File: src/rtl/sdr_init_pkg.sv
// SDRAM power-up initialization: shared command encodings, sequencer state type and
// a small helper for sizing the wait counter.
package sdr_init_pkg;

  // Command encodings as {cs_n, ras_n, cas_n, we_n}
  localparam logic [3:0] CMD_DESEL = 4'b1111;
  localparam logic [3:0] CMD_NOP   = 4'b0111;
  localparam logic [3:0] CMD_PRE   = 4'b0010;
  localparam logic [3:0] CMD_REF   = 4'b0001;
  localparam logic [3:0] CMD_LMR   = 4'b0000;

  typedef enum logic [3:0] {
    StReset,
    StInitWait,
    StPrecharge,
    StTrpWait,
    StRefresh,
    StTrfcWait,
    StLoadMode,
    StTmrdWait,
    StDone
  } init_state_t;

  function automatic int unsigned max4(input int unsigned a, input int unsigned b,
                                       input int unsigned c, input int unsigned d);
    int unsigned m;
    m = a;
    if (b > m) m = b;
    if (c > m) m = c;
    if (d > m) m = d;
    return m;
  endfunction

endpackage

File: src/rtl/sdr_init_timer.sv
// Loadable down-counter used for every NOP wait of the init sequencer.
// Ports:
//   clk, rst  - clock and synchronous active-high reset
//   load      - load load_val this edge (wins over counting)
//   load_val  - number of cycles to wait
//   expire    - high during the last cycle of the loaded wait (one cycle only)
module sdr_init_timer #(
  parameter int unsigned W = 4
) (
  input  logic         clk,
  input  logic         rst,
  input  logic         load,
  input  logic [W-1:0] load_val,
  output logic         expire
);

  logic [W-1:0] cnt_q;

  // Counts down to zero and parks there, so expire pulses exactly once per load.
  always_ff @(posedge clk) begin
    if (rst) begin
      cnt_q <= '0;
    end else if (load) begin
      cnt_q <= load_val;
    end else if (cnt_q != '0) begin
      cnt_q <= cnt_q - W'(1);
    end
  end

  assign expire = (cnt_q == W'(1));

endmodule

File: src/rtl/sdr_init_seq.sv
// SDRAM power-up initialization sequencer. After reset release it drives NOP for
// T_INIT_WAIT cycles, then PRECHARGE-ALL, N_REFRESH x AUTO REFRESH and LOAD MODE
// REGISTER with their NOP gaps, then raises init_done. init_req in DONE re-runs the
// sequence from PRECHARGE.
// Ports:
//   sdram_clk, sdram_rst - clock and synchronous active-high reset
//   cfg_mode_reg         - mode register value, captured during the PRECHARGE cycle
//   init_req             - re-initialize request, only honoured in DONE
//   sdr_*                - registered SDRAM command/address pins
//   init_busy/init_done  - sequence status
module sdr_init_seq
  import sdr_init_pkg::*;
#(
  parameter int unsigned T_INIT_WAIT = 500,
  parameter int unsigned T_RP        = 2,
  parameter int unsigned T_RFC       = 7,
  parameter int unsigned N_REFRESH   = 2,
  parameter int unsigned T_MRD       = 2,
  parameter int unsigned ADDR_W      = 13
) (
  input  logic              sdram_clk,
  input  logic              sdram_rst,
  input  logic [ADDR_W-1:0] cfg_mode_reg,
  input  logic              init_req,
  output logic              sdr_cke,
  output logic              sdr_cs_n,
  output logic              sdr_ras_n,
  output logic              sdr_cas_n,
  output logic              sdr_we_n,
  output logic [1:0]        sdr_ba,
  output logic [ADDR_W-1:0] sdr_addr,
  output logic              init_busy,
  output logic              init_done
);

  localparam int unsigned TMax = max4(T_INIT_WAIT, T_RP, T_RFC, T_MRD);
  localparam int unsigned TW   = $clog2(TMax) + 1;
  localparam int unsigned RW   = $clog2(N_REFRESH + 1);

  init_state_t       state_q, state_d;
  logic [3:0]        cmd_q, cmd_d;
  logic              cke_q, cke_d;
  logic              busy_q, busy_d;
  logic              done_q, done_d;
  logic [ADDR_W-1:0] addr_q, addr_d;
  logic [ADDR_W-1:0] mode_q;
  logic [RW-1:0]     ref_cnt_q;
  logic              tmr_load;
  logic [TW-1:0]     tmr_val;
  logic              tmr_expire;

  sdr_init_timer #(
    .W(TW)
  ) u_timer (
    .clk     (sdram_clk),
    .rst     (sdram_rst),
    .load    (tmr_load),
    .load_val(tmr_val),
    .expire  (tmr_expire)
  );

  always_comb begin
    state_d  = state_q;
    cmd_d    = CMD_NOP;
    cke_d    = 1'b1;
    busy_d   = 1'b1;
    done_d   = 1'b0;
    addr_d   = '0;
    tmr_load = 1'b0;
    tmr_val  = '0;

    unique case (state_q)
      StReset:     state_d = StInitWait;
      StInitWait:  if (tmr_expire) state_d = StPrecharge;
      StPrecharge: state_d = StTrpWait;
      StTrpWait:   if (tmr_expire) state_d = StRefresh;
      StRefresh:   state_d = StTrfcWait;
      StTrfcWait: begin
        if (tmr_expire) begin
          state_d = (ref_cnt_q < RW'(N_REFRESH)) ? StRefresh : StLoadMode;
        end
      end
      StLoadMode:  state_d = StTmrdWait;
      StTmrdWait:  if (tmr_expire) state_d = StDone;
      StDone:      if (init_req) state_d = StPrecharge;
      default:     state_d = StReset;
    endcase

    // Outputs are decoded from the next state so they appear registered with it.
    case (state_d)
      StReset: begin
        cmd_d  = CMD_DESEL;
        cke_d  = 1'b0;
        busy_d = 1'b0;
      end
      StPrecharge: begin
        cmd_d      = CMD_PRE;
        addr_d[10] = 1'b1;
      end
      StRefresh:  cmd_d = CMD_REF;
      StLoadMode: begin
        cmd_d  = CMD_LMR;
        addr_d = mode_q;
      end
      StDone: begin
        busy_d = 1'b0;
        done_d = 1'b1;
      end
      default: ;
    endcase

    // Each wait state loads its timer on entry.
    if (state_d != state_q) begin
      case (state_d)
        StInitWait: begin tmr_load = 1'b1; tmr_val = TW'(T_INIT_WAIT); end
        StTrpWait:  begin tmr_load = 1'b1; tmr_val = TW'(T_RP);        end
        StTrfcWait: begin tmr_load = 1'b1; tmr_val = TW'(T_RFC);       end
        StTmrdWait: begin tmr_load = 1'b1; tmr_val = TW'(T_MRD);       end
        default: ;
      endcase
    end
  end

  always_ff @(posedge sdram_clk) begin
    if (sdram_rst) begin
      state_q   <= StReset;
      cmd_q     <= CMD_DESEL;
      cke_q     <= 1'b0;
      busy_q    <= 1'b0;
      done_q    <= 1'b0;
      addr_q    <= '0;
      mode_q    <= '0;
      ref_cnt_q <= '0;
    end else begin
      state_q <= state_d;
      cmd_q   <= cmd_d;
      cke_q   <= cke_d;
      busy_q  <= busy_d;
      done_q  <= done_d;
      addr_q  <= addr_d;
      if (state_q == StPrecharge) mode_q <= cfg_mode_reg;
      if (state_d == StPrecharge && state_q != StPrecharge) begin
        ref_cnt_q <= '0;
      end else if (state_q == StRefresh) begin
        ref_cnt_q <= ref_cnt_q + RW'(1);
      end
    end
  end

  assign sdr_cke   = cke_q;
  assign {sdr_cs_n, sdr_ras_n, sdr_cas_n, sdr_we_n} = cmd_q;
  assign sdr_ba    = 2'b00;
  assign sdr_addr  = addr_q;
  assign init_busy = busy_q;
  assign init_done = done_q;

endmodule

File: config.mk
export PLATFORM = sky130hd
export DESIGN_NAME = sdr_init_seq
export DESIGN_NICKNAME = d
export VERILOG_FILES = /design/src/rtl/sdr_init_pkg.sv /design/src/rtl/sdr_init_timer.sv /design/src/rtl/sdr_init_seq.sv
export SDC_FILE = /design/constraint.sdc
export NUM_CORES = 1
export LEC_CHECK = 0
export CAP_MARGIN = 10
export CORE_MARGIN = 5
export CORE_UTILIZATION = 51
export DETAILED_ROUTE_END_ITERATION = 12
export PLACE_DENSITY_LB_ADDON = 0.15
export SYNTH_ARGS = -nofsm -noshare
export SYNTH_HDL_FRONTEND = slang
export SYNTH_HIERARCHICAL = 1
export SYNTH_SLANG_ARGS = --single-unit
File: constraint.sdc
create_clock -name sdram_clk -period 2.7 [get_ports sdram_clk]
set_input_delay 0.54 -clock sdram_clk [delete_from_list [all_inputs] [get_ports sdram_clk]]
set_output_delay 0.54 -clock sdram_clk [all_outputs]
set_load 0.01 [all_outputs]
==> run summary, run 1 <==
pwr/cell area: 595 mW/mm²
nets@finish: 286
post-route ant nets: 0
period utilisation layout: 86.9%
Vias: 1664
number of synthesis warnings: 6
post-synthesis sequential area ratio: 48.2%
worst reg-to-reg path cell count: 8
overall routed net length: 4.09 mm
die area: 0.00536 mm²
Most Frequent Cell on Critical Path: and3_1
status: finished clean
dominant synthesized flop cell: dfxtp_1
filler instances: 348
count of flip-flops with a built-in enable after synthesis: 0
clk buf depth: 2
slowest CP cell: nor4_4
crit path buf inv count: 1
CP delay by family, top: simple AND/OR/NAND/NOR gates
hold buffers post-CTS: 0
global-route wire length before repair: 7.21 mm
Hold Fails Final Rpt: 0
RSZ-0062 raised after global routing: false
worst-margin pin slew: 585 ps
Arr. time, crit path: 2590 ps
crit path capture type: flip-flop
Rel. slew slack: 60.9%
register bit total from synthesis: 49
worst vdd ir: 0.000382 V
Achievable Freq: 0.426 GHz
row count: 23
vias per cell: 5.22
area grow syn2layout: 25.4%
Cell Area, Synth: 0.00204 mm²
drt drc: 0
port bufs: 35
CTS tree: done
largest net degree at the start of global routing: 20
worst path required time: 2940 ps
drt pass-1 iters: 4
Setup TNS: 0 ps
antenna diode count: 0
crit path kind: reg2reg
Clock Latency Late Sink: 290 ps
post-CTS resize count: 0
Inst Count DP: 311
Hold/Removal Path Class: reg2reg
vias in the first global route: 1655
fin crit period: 2350 ps
Pleak: 0.981 nW
Layout Utilization: 64.8%
Final Slew Violations: 0
total grt overflow: 0
Worst path depth: 8
Syn Area/Cell: 8.82 µm²
Die H: 73.2 µm
die width: 73.2 µm
Worst-path clk slew: 80 ps
Post-CTS Setup Bufs: 0
DRT iter0 DRCs: 120
Post-Synthesis Cells: 231
clk sink count: 49
Initial Util: 51.7%
H-tree depth: 2
Power Total: 1.52 mW
total of max-cap violations: 0
setup violators final: 0
final clock skew: 7.85 ps
post-DR wirelength/cell: 12.8 µm
final RePlAce weighted congestion: 0.836
worst stage delay on the critical path: 430 ps
initial antenna violation count: 0
crit-path cells: nor4_4 > and2_2 > and3_1 > nor2b_1 > a21oi_1 > o32ai_2 > buf_4 > and3_1
WHS Path Cells: 2
root buf cell: clkbuf_8
hold slack: 456 ps
total track usage: 16.9%
ys async rst share: 0%
Layout Cells excl Fill: 319
CP max FO: 10
post-synthesis cell type count: 49
hpwl dp: 2.93 mm
core box area: 0.00394 mm²
cts bufs inserted: 5
share of cells above drive strength 1: 10.4%
CP startpoint kind: flip-flop
I/O pin total: 38
registers in the layout, summed over array words and instances (netlist names):
name           count
init_busy          1
sdr_cke            1
u_timer/cnt_q     10
sdr_addr          13
state_q            4
cmd_q              4
init_done          1
ref_cnt_q          2
mode_q            13
tightest hold or removal path: stages, from the launching register on:
cell and delay (ps):
dfxtp_1 310, nand2_1 50, a21oi_1 50
per-layer routing:
| layer | global-route usage [%] | routed length, µm | up-vias |
|---|---|---|---|
| met1 | 22.2 | 1890 | 756 |
| met2 | 26.2 | 1890 | 37 |
| met4 | 7.79 | 77 | 0 |
| met5 | 0 | 0 | - |
| li1 | - | - | 864 |
| met3 | 3.72 | 231 | 7 |
area by class of cell:
type / instances / area [µm²] / area share (%)
Sequential cell: 49 / 981 / 38.4
Clock inverter: 1 / 30.0 / 1.18
Inverter: 9 / 33.8 / 1.32
Clock buffer: 7 / 86.3 / 3.38
Tap cell: 50 / 62.6 / 2.45
Multi-Input combinational cell: 162 / 965 / 37.8
Timing Repair Buffer: 41 / 395 / 15.5
metrics by stage:
| stage | area, µm² | setup slack [ps] |
|---|---|---|
| finish | 2550 | 352 |
| global route | 2550 | 178 |
| CTS | 2550 | 371 |
| detailed placement | 2440 | 410 |
| global placement | 2440 | 476 |
| floorplan | 2050 | 657 |
cell usage after synthesis (3+ instances only):
| cell type | number | area (µm²) |
|---|---|---|
| dfxtp_1 | 49 | 981 |
| nand2_1 | 36 | 135 |
| a21oi_1 | 21 | 105 |
| nor2_1 | 17 | 63.8 |
| and3_1 | 13 | 81.3 |
| inv_1 | 8 | 30.0 |
| nor3_1 | 7 | 35.0 |
| clkbuf_1 | 6 | 22.5 |
| o21ai_0 | 6 | 30.0 |
| xnor2_1 | 5 | 43.8 |
| buf_2 | 4 | 20.0 |
| nand2b_1 | 4 | 25.0 |
| nor2b_1 | 4 | 25.0 |
| buf_4 | 3 | 22.5 |
| nand3_1 | 3 | 15.0 |
cell families (layout without fill, tap and decap cells):
logic type	count (synthesis)	after routing	share of synthesized area, %
and+or+nand+nor	104	104	27.9
DFF	49	49	48.2
AOI/OAI and AO/OA	45	45	14.4
buffers and inverters	23	58	5.04
xor gates and xnor gates	6	6	2.58
adders and majority gates	2	2	1.23
other	1	4	0.184
muxes	1	1	0.491
cell usage in the layout (no fill, tap or decap), types with 2 or more instances in the layout:
cell type / n
nand2b_1: 4
nor3_1: 7
xnor2_1: 5
nand2_1: 36
nand3b_1: 2
or2_2: 2
a31oi_1: 2
nor4_1: 2
inv_1: 8
nand3_1: 3
dfxtp_1: 49
a211oi_1: 2
ha_1: 2
o21ai_0: 6
a311oi_1: 2
or4_1: 2
or3_1: 2
clkdlybuf4s50_1: 35
a21oi_1: 21
conb_1: 4
and3_1: 13
nor2_1: 17
nor2b_1: 4
buf_4: 6
nor3b_2: 2
clkbuf_8: 6
o31ai_1: 2
power breakdown:
group	internal (mW)	switching [mW]
logic	0.106	0.107
clock network	0.302	0.221
registers	0.748	0.0345
total	1.16	0.363
path summary, 6_finish.rpt:
path / from / slack, ps / end
worst max-delay path: u_timer/cnt_q[4]$_SDFFE_PP0P_ / 350 / sdr_addr[5]$_SDFF_PP0_
worst min-delay path: mode_q[6]$_SDFFE_PP0P_ / 460 / mode_q[6]$_SDFFE_PP0P_
worst max register to register: u_timer/cnt_q[4]$_SDFFE_PP0P_ / 350 / sdr_addr[5]$_SDFF_PP0_
worst min register to register: mode_q[6]$_SDFFE_PP0P_ / 460 / mode_q[6]$_SDFFE_PP0P_
Note: power is estimated with default switching activity, not from simulation.
==> inputs of run 2 (changes only) <==
Settings changed: CORE_UTILIZATION 51 to 46.
Clock period 2.7 ns to 2.1 ns, I/O delays scaled along.
==> run 2 against run 1 <==
Count of clock-buffer cells in the layout down 2. Critical path depth stayed put. Sequential power is 28% higher. Hold slack lost 3.1 ps. Power increased by 30%. Sequential share of layout area down 1.4 points.
==> run summary, run 2 (synthesized netlist as in run 1, its figures left out) <==
status: finished clean
commonest cells after routing, fill and taps aside: dfxtp_1 (49), nand2_1 (36), clkdlybuf4s50_1 (35), a21oi_1 (20), buf_4 (18)
hold buffers post-CTS: 0
worst path required time: 2340 ps
root buf cell: clkbuf_8
period utilisation layout: 91.7%
total track usage: 15.3%
H-tree depth: 2
CTS tree: done
die width: 76.5 µm
drt drc: 0
final RePlAce weighted congestion: 0.851
die area: 0.00586 mm²
share of cells above drive strength 1: 15.4%
RSZ-0062 raised after global routing: false
initial antenna violation count: 0
drt pass-1 iters: 4
Clock Latency Late Sink: 300 ps
total of max-cap violations: 0
post-DR wirelength/cell: 13.7 µm
Final Slew Violations: 0
hpwl dp: 3.24 mm
R2R setup slack: 170 ps
global-route wire length before repair: 7.50 mm
core box area: 0.00432 mm²
crit-path cells: nor4_4 > and2_4 > and3_4 > nor2b_2 > a21oi_2 > o32ai_2 > buf_4 > and3_1
worst reg-to-reg path cell count: 8
total grt overflow: 0
Initial Util: 47.1%
CP startpoint kind: flip-flop
pre-CTS setup slack: 124 ps
post-route ant nets: 0
worst r2r src: u_timer/cnt_q[5]$_SDFFE_PP0P_
worst vdd ir: 0.000355 V
Setup TNS: 0 ps
nets@finish: 298
DRT iter0 DRCs: 86
I/O pin total: 38
final clock skew: 7.53 ps
Endpoint, Worst Hold: mode_q[4]$_SDFFE_PP0P_
Layout Utilization: 61.3%
area grow syn2layout: 30.1%
worst stage delay on the critical path: 360 ps
port bufs: 35
largest net degree at the start of global routing: 21
Hold/Removal Path Class: reg2reg
cts bufs inserted: 5
overall routed net length: 4.54 mm
min-delay src: mode_q[4]$_SDFFE_PP0P_
pwr/cell area: 743 mW/mm²
Arr. time, crit path: 2160 ps
setup ws final: 174 ps
row count: 24
Achievable Freq: 0.519 GHz
vias per cell: 5.22
slowest CP cell: dfxtp_1
clk sink count: 49
Vias: 1733
clk buf depth: 2
Finished Cell Area: 0.00265 mm²
antenna diode count: 0
Reg2Reg Capture Point: sdr_addr[5]$_SDFF_PP0_
fin crit period: 1930 ps
WHS Path Cells: 2
most common cell after layout, fill and taps aside: dfxtp_1
Power Total: 1.97 mW
Pleak: 1.04 nW
CP max FO: 8
vias in the first global route: 1592
Hold Fails Final Rpt: 0
setup violators final: 0
post-place instance area: 0.00252 mm²
crit path capture type: flip-flop
Die H: 76.5 µm
crit path kind: reg2reg
Worst-path clk slew: 90 ps
run 2: repair_timing:
action / CTS / global route
endpoints found under the setup margin: 0 / 13
gates resized for setup: 0 / 4
setup buffers: 0 / 1
run 2: cell type report:
type,count,area (µm²)
Fill cell,415,1670
Multi-Input combinational cell,162,977
Inverter,9,33.8
Timing Repair Buffer,53,485
Sequential cell,49,981
Clock buffer,5,68.8
Clock inverter,2,38.8
Tap cell,52,65.1
run 2: stage by stage:
stage	std cells	hold slack, ps
floorplan	234	432
global placement	324	439
detailed placement	324	443
CTS	331	455
global route	332	471
finish	332	453
run 2: how the worst max path moves through the flow:
stage | from | end | cells past startpoint
2_1_floorplan | u_timer/cnt_q[4]$_SDFFE_PP0P_ | sdr_addr[10]$_SDFF_PP0_ | 8
4_1_cts | u_timer/cnt_q[5]$_SDFFE_PP0P_ | sdr_addr[4]$_SDFF_PP0_ | 8
6_report | u_timer/cnt_q[5]$_SDFFE_PP0P_ | sdr_addr[5]$_SDFF_PP0_ | 8
5_1_grt | u_timer/cnt_q[5]$_SDFFE_PP0P_ | sdr_addr[5]$_SDFF_PP0_ | 8
3_5_place_dp | u_timer/cnt_q[5]$_SDFFE_PP0P_ | init_busy$_SDFF_PP0_ | 8
3_3_place_gp | u_timer/cnt_q[6]$_SDFFE_PP0P_ | init_busy$_SDFF_PP0_ | 8
run 2: routing by layer:
layer  vias up  share of wire (%)  GRT usage [%]  wire (µm)
li1        888                  -              -          -
met5         -                  0              0          0
met4         0                1.0           4.72         46
met3         5                4.7           3.07        214
met1       804                 49           21.5       2240
met2        36                 45           23.5       2040
run 2: report_power, final:
part           total [mW]  switching, mW  internal [mW]
combinational       0.302          0.147          0.155
clock               0.665          0.312          0.353
sequential           1.00         0.0399          0.961
run 2: critical path, delay by kind of cell, from the launching register on:
family / cells / cell delay (ps)
and+or+nand+nor: 5 / 990
DFF: 1 / 360
AOI/OAI and AO/OA: 2 / 290
buffers and inverters: 1 / 220
